==> src/rtl/dds_pkg.sv <==
// Shared types and defaults for the DDS phase generator.
// Widths match the 256-entry, 8-bit waveform ROMs.
package dds_pkg;

    typedef enum logic {
        IDLE = 1'b0,
        RUN  = 1'b1
    } dds_state_t;

    localparam int DEF_ACC_WIDTH   = 32;
    localparam int DEF_ADDR_WIDTH  = 8;
    localparam int DEF_BURST_WIDTH = 16;

    // Tuning word that advances the ROM address by one per clock
    localparam logic [DEF_ACC_WIDTH-1:0] FWORD_1STEP =
        DEF_ACC_WIDTH'(1) << (DEF_ACC_WIDTH - DEF_ADDR_WIDTH);

endpackage

==> src/rtl/dds_phase_gen.sv <==
// DDS phase accumulator producing ROM addresses with period-aligned
// config updates and optional N-period bursts.
module dds_phase_gen
    import dds_pkg::*;
#(
    parameter int ACC_WIDTH   = DEF_ACC_WIDTH,
    parameter int ADDR_WIDTH  = DEF_ADDR_WIDTH,
    parameter int BURST_WIDTH = DEF_BURST_WIDTH
) (
    input  logic                   clk,
    input  logic                   rst_n,
    input  logic [ACC_WIDTH-1:0]   fword_in,
    input  logic [ADDR_WIDTH-1:0]  pword_in,
    input  logic                   cfg_load,
    input  logic [BURST_WIDTH-1:0] burst_cycles,
    input  logic                   start,
    input  logic                   stop,
    output logic [ADDR_WIDTH-1:0]  addr,
    output logic                   addr_valid,
    output logic                   rom_q_valid,
    output logic                   wrap,
    output logic                   done,
    output logic                   busy
);

    dds_state_t state_q, state_d;

    logic [ACC_WIDTH-1:0]   acc;
    logic [ACC_WIDTH-1:0]   fword_act, fword_pend;
    logic [ADDR_WIDTH-1:0]  pword_act, pword_pend;
    logic [BURST_WIDTH-1:0] count, burst_n;

    logic [ACC_WIDTH:0]     sum;
    logic [ACC_WIDTH-1:0]   acc_next;
    logic [ADDR_WIDTH-1:0]  acc_msb;
    logic                   carry;
    logic                   last;
    logic                   go;
    logic [ACC_WIDTH-1:0]   fword_pend_eff;
    logic [ADDR_WIDTH-1:0]  pword_pend_eff;
    logic [ADDR_WIDTH-1:0]  pword_idle;

    assign sum      = {1'b0, acc} + {1'b0, fword_act};
    assign carry    = sum[ACC_WIDTH];
    assign acc_next = sum[ACC_WIDTH-1:0];
    assign acc_msb  = acc_next[ACC_WIDTH-1 -: ADDR_WIDTH];
    assign go       = start && !stop;
    assign last     = carry && (burst_n != '0) &&
                      (BURST_WIDTH'(count + 1'b1) == burst_n);

    // A load on the carry edge itself still takes effect at that boundary
    assign fword_pend_eff = cfg_load ? fword_in : fword_pend;
    assign pword_pend_eff = cfg_load ? pword_in : pword_pend;
    assign pword_idle     = cfg_load ? pword_in : pword_act;

    assign busy       = (state_q == RUN);
    assign addr_valid = busy;

    always_comb begin
        state_d = state_q;
        unique case (state_q)
            IDLE: if (go) state_d = RUN;
            RUN: begin
                if (stop)      state_d = IDLE;
                else if (go)   state_d = RUN;
                else if (last) state_d = IDLE;
            end
            default: state_d = IDLE;
        endcase
    end

    always_ff @(posedge clk) begin
        if (!rst_n) begin
            state_q     <= IDLE;
            acc         <= '0;
            addr        <= '0;
            count       <= '0;
            burst_n     <= '0;
            fword_act   <= '0;
            fword_pend  <= '0;
            pword_act   <= '0;
            pword_pend  <= '0;
            wrap        <= 1'b0;
            done        <= 1'b0;
            rom_q_valid <= 1'b0;
        end else begin
            state_q     <= state_d;
            wrap        <= 1'b0;
            done        <= 1'b0;
            rom_q_valid <= busy;
            unique case (state_q)
                IDLE: begin
                    acc  <= '0;
                    addr <= pword_idle;
                    if (cfg_load) begin
                        fword_pend <= fword_in;
                        pword_pend <= pword_in;
                        fword_act  <= fword_in;
                        pword_act  <= pword_in;
                    end
                    if (go) begin
                        count   <= '0;
                        burst_n <= burst_cycles;
                    end
                end
                RUN: begin
                    if (cfg_load) begin
                        fword_pend <= fword_in;
                        pword_pend <= pword_in;
                    end
                    if (stop) begin
                        acc  <= '0;
                        addr <= pword_act;
                    end else if (go) begin
                        acc     <= '0;
                        count   <= '0;
                        burst_n <= burst_cycles;
                        addr    <= pword_act;
                    end else if (last) begin
                        acc  <= '0;
                        addr <= pword_act;
                        done <= 1'b1;
                    end else begin
                        acc <= acc_next;
                        if (carry) begin
                            wrap      <= 1'b1;
                            fword_act <= fword_pend_eff;
                            pword_act <= pword_pend_eff;
                            addr      <= acc_msb + pword_pend_eff;
                            if (count != '1) count <= count + 1'b1;
                        end else begin
                            addr <= acc_msb + pword_act;
                        end
                    end
                end
                default: ;
            endcase
        end
    end

endmodule

==> config.mk <==
export PLATFORM = sky130hd
export DESIGN_NAME = dds_phase_gen
export DESIGN_NICKNAME = d
export VERILOG_FILES = /design/src/rtl/dds_pkg.sv /design/src/rtl/dds_phase_gen.sv
export SDC_FILE = /design/constraint.sdc
export NUM_CORES = 1
export LEC_CHECK = 0
export ABC_CLOCK_PERIOD_IN_PS = 5800
export CAP_MARGIN = 15
export CORE_AREA = 3 3 163 165
export CTS_CLUSTER_SIZE = 25
export DETAILED_ROUTE_END_ITERATION = 8
export DIE_AREA = 0 0 166 168
export PLACE_DENSITY_LB_ADDON = 0.3
export SYNTH_ARGS = -nofsm -noshare
export SYNTH_HDL_FRONTEND = slang
export SYNTH_SLANG_ARGS = --single-unit
export TNS_END_PERCENT = 5
==> constraint.sdc <==
create_clock -name clk -period 5.8 [get_ports clk]
set_input_delay 1.16 -clock clk [delete_from_list [all_inputs] [get_ports clk]]
set_output_delay 1.16 -clock clk [all_outputs]
set_load 0.005 [all_outputs]
==> metrics.yaml <==
sta:
  tns_ns: 0
  finalCriticalPeriod_ns: 4.95
  hold_violations: 0
  whs_ns: 0.476
  relSlewSlack_pct: 35.8
  final-setup-viol-count: 0
  fmax_mhz: 202
  skew_ns: 0.0131
  final.period_utilization_pct: 85.4
  rsz0062_at_grt: "false"
  slew_violations: 0
  worstMarginPinSlew_ns: 0.963
placement:
  io_buffers: 73
  post_dp_cell_area_sq_mm: 0.00966
  place.gp.congestion: 0.852
  dpl.hpwl_microns: 14600
  dp.cells: 1337
global_routing:
  grt_first_pass_wirelength_microns: 34600
  grt_antenna_before_repair: 0
  grt_usage_pct: 14.8
  grt-ovfl-total: 0
  grt_pass1_vias: 6704
  grt_max_degree: 103
detailed_routing:
  vias: 7039
  drc: 0
  routed_wl_microns: 20600
  drtPass1Iterations: 4
  ant_nets: 0
  wl_per_cell_microns: 15.0
  viasPerCell: 5.14
  first_iter_violations: 465
clock_network:
  cts_tree: "built"
  cts_resized: 0
  ctsHoldBuffers: 0
  insertion_delay_ns: 0.42
  cts_buffers: 17
  root_buffer: "clkbuf_16"
  clockBufferDepth: 2
  clock-sinks: 156
  clk_pin_slew_ns: 0.07
  cts_max_level: 4
  cts_setup_buffers: 0
layout:
  design_area_sq_mm: 0.0102
  layout.cells.non_filler: 1369
  area_growth_syn_to_layout_pct: 16.9
  drive_gt1_share_pct: 6.26
  num-nets-final: 1129
  diodes: 0
logic_synthesis:
  synth.area.top_cells: "dfxtp_1 (36%), mux2i_1 (7.9%), ha_1 (5.7%)"
  syn_inst: 983
  synth_nets: 1086
  yosys_register_bits: 156
  synth_top_area_share_pct: 35.7
  yosys.area.top_type: "dfxtp_1"
  postSynthAreaPerCell_sq_um: 8.90
  synth-seq-area-share_pct: 35.7
  synth-edff-count: 0
  netlist_area_sq_mm: 0.00875
  synth_cell_types: 73
  synthArstFlopShare_pct: 0
  ys.flop_type: "dfxtp_1"
  yosysWarnings: 0
pwr:
  powerDensity_mw_per_mm2: 251
  leakage_nw: 4.50
  ir_worst_vdd_v: 0.000177
die:
  die_area_sq_mm: 0.0279
  die_w_microns: 166
  rows: 58
  ios: 74
  die_y_microns: 168
  initial_core_util_pct: 34.7
  core_sq_mm: 0.0252
worst_setup_path:
  worstPathArrival_ns: 5.26
  end_kind: "register"
  critPathMaxFanout: 7
  start_kind: "register"
  cp_data_required_time_ns: 6.11
  criticalPathCategory: "register to register"
status:
  status: "complete, no violations"
worst_hold_path:
  hp-class: "register to register"
job:
  maxCapViolations: 0
[Yosys cell counts, types with 9 or more instances]
cell and count:
nor2_1 71, o211a_1 32, nand4_1 13, dfxtp_1 156, a21oi_1 50, nor3_1 13, mux2_2 11, nand2_1 106
nor2b_1 41, xnor2_1 33, o21ai_0 32, nor4_1 9, a21boi_0 19, mux2i_1 69, a21o_1 12, xor2_1 28
ha_1 40, inv_1 21, and2_1 15, nand3_1 20, and3_1 14, clkbuf_1 36
[critical path: stages, from the launching register on]
cell	delay (ns)
dfxtp_1	0.32
ha_1	0.19
fa_1	0.25
a211oi_1	0.11
o211ai_1	0.18
or4b_4	0.49
a21oi_2	0.23
o21a_1	0.41
mux2_2	0.39
ha_1	0.21
a21o_1	0.19
a21oi_1	0.20
o21ai_0	0.15
o41ai_1	0.45
xnor3_1	0.48
or3_1	0.33
a31oi_1	0.15
o21ai_0	0.09
[worst paths after layout]
path              cells past startpoint                 startpoint                  to  slack (ns)
setup / recovery                     17  fword_act[0]$_SDFFE_PN0P_  addr[7]$_SDFF_PN0_        0.85
hold / removal                        2  pword_act[4]$_SDFFE_PN0P_  addr[4]$_SDFF_PN0_        0.48
setup reg to reg                     17  fword_act[0]$_SDFFE_PN0P_  addr[7]$_SDFF_PN0_        0.85
hold reg to reg                       2  pword_act[4]$_SDFFE_PN0P_  addr[4]$_SDFF_PN0_        0.48
[where the power goes]
part	internal, W	switching (W)
combinational	0.000166	0.000169
clock	0.000614	0.000462
sequential	0.00112	0.0000310
[layout make-up]
class / instances / area [sq um]
fill: 2509 / 15000
tap: 330 / 413
clock buffer: 19 / 453
inverter: 22 / 82.6
sequential: 156 / 3120
clock inverter: 13 / 114
timing repair buffer: 81 / 793
multi-input combinational: 748 / 5250
[cells in the final DEF (no fill, tap or decap), drive strengths merged, types with 20 or more instances in the layout]
cell type,instances
a21oi,51
nand3,20
nor2b,41
dfxtp,156
clkdlybuf4s50,71
xnor2,33
xor2,28
inv,24
o21ai,37
o211a,32
nor2,71
mux2i,69
ha,40
nand2,107
a21boi,20
[metrics by stage]
step	setup slack, ns	power [W]	util [%]
3_3_place_gp	1.05	0.00151	38.4
6_report	0.849	0.00256	40.6
2_1_floorplan	1.38	0.00140	-
4_1_cts	0.808	0.00260	40.6
5_1_grt	0.452	0.00269	40.6
3_5_place_dp	0.831	0.00151	38.4
[logic make-up (layout without fill, tap and decap cells)]
family / count (synthesis) / count (layout) / synth area share (%)
AOI/OAI and AO/OA: 229 / 229 / 19.0
xor gates and xnor gates: 62 / 62 / 6.37
adders and majority gates: 42 / 42 / 6.18
buffers and inverters: 79 / 135 / 4.32
DFF: 156 / 156 / 35.7
muxes: 80 / 80 / 9.31
and+or+nand+nor: 335 / 335 / 19.1
[metal layers]
metal | track usage, % | up-vias | wire length (microns)
met1 | 20.9 | 3278 | 10300
met5 | 0 | - | 0
met4 | 3.29 | 0 | 206
li1 | - | 3620 | -
met3 | 2.93 | 15 | 763
met2 | 23.6 | 126 | 9310
[sequential cells by signal, summed over array words and instances (netlist names)]
| signal | cells |
|---|---|
| acc | 32 |
| rom_q_valid | 1 |
| burst_n | 16 |
| count | 16 |
| fword_act | 32 |
| pword_pend | 8 |
| addr_valid | 1 |
| fword_pend | 32 |
| pword_act | 8 |
| done | 1 |
| wrap | 1 |
| addr | 8 |
(Power assumes the default switching activity.)
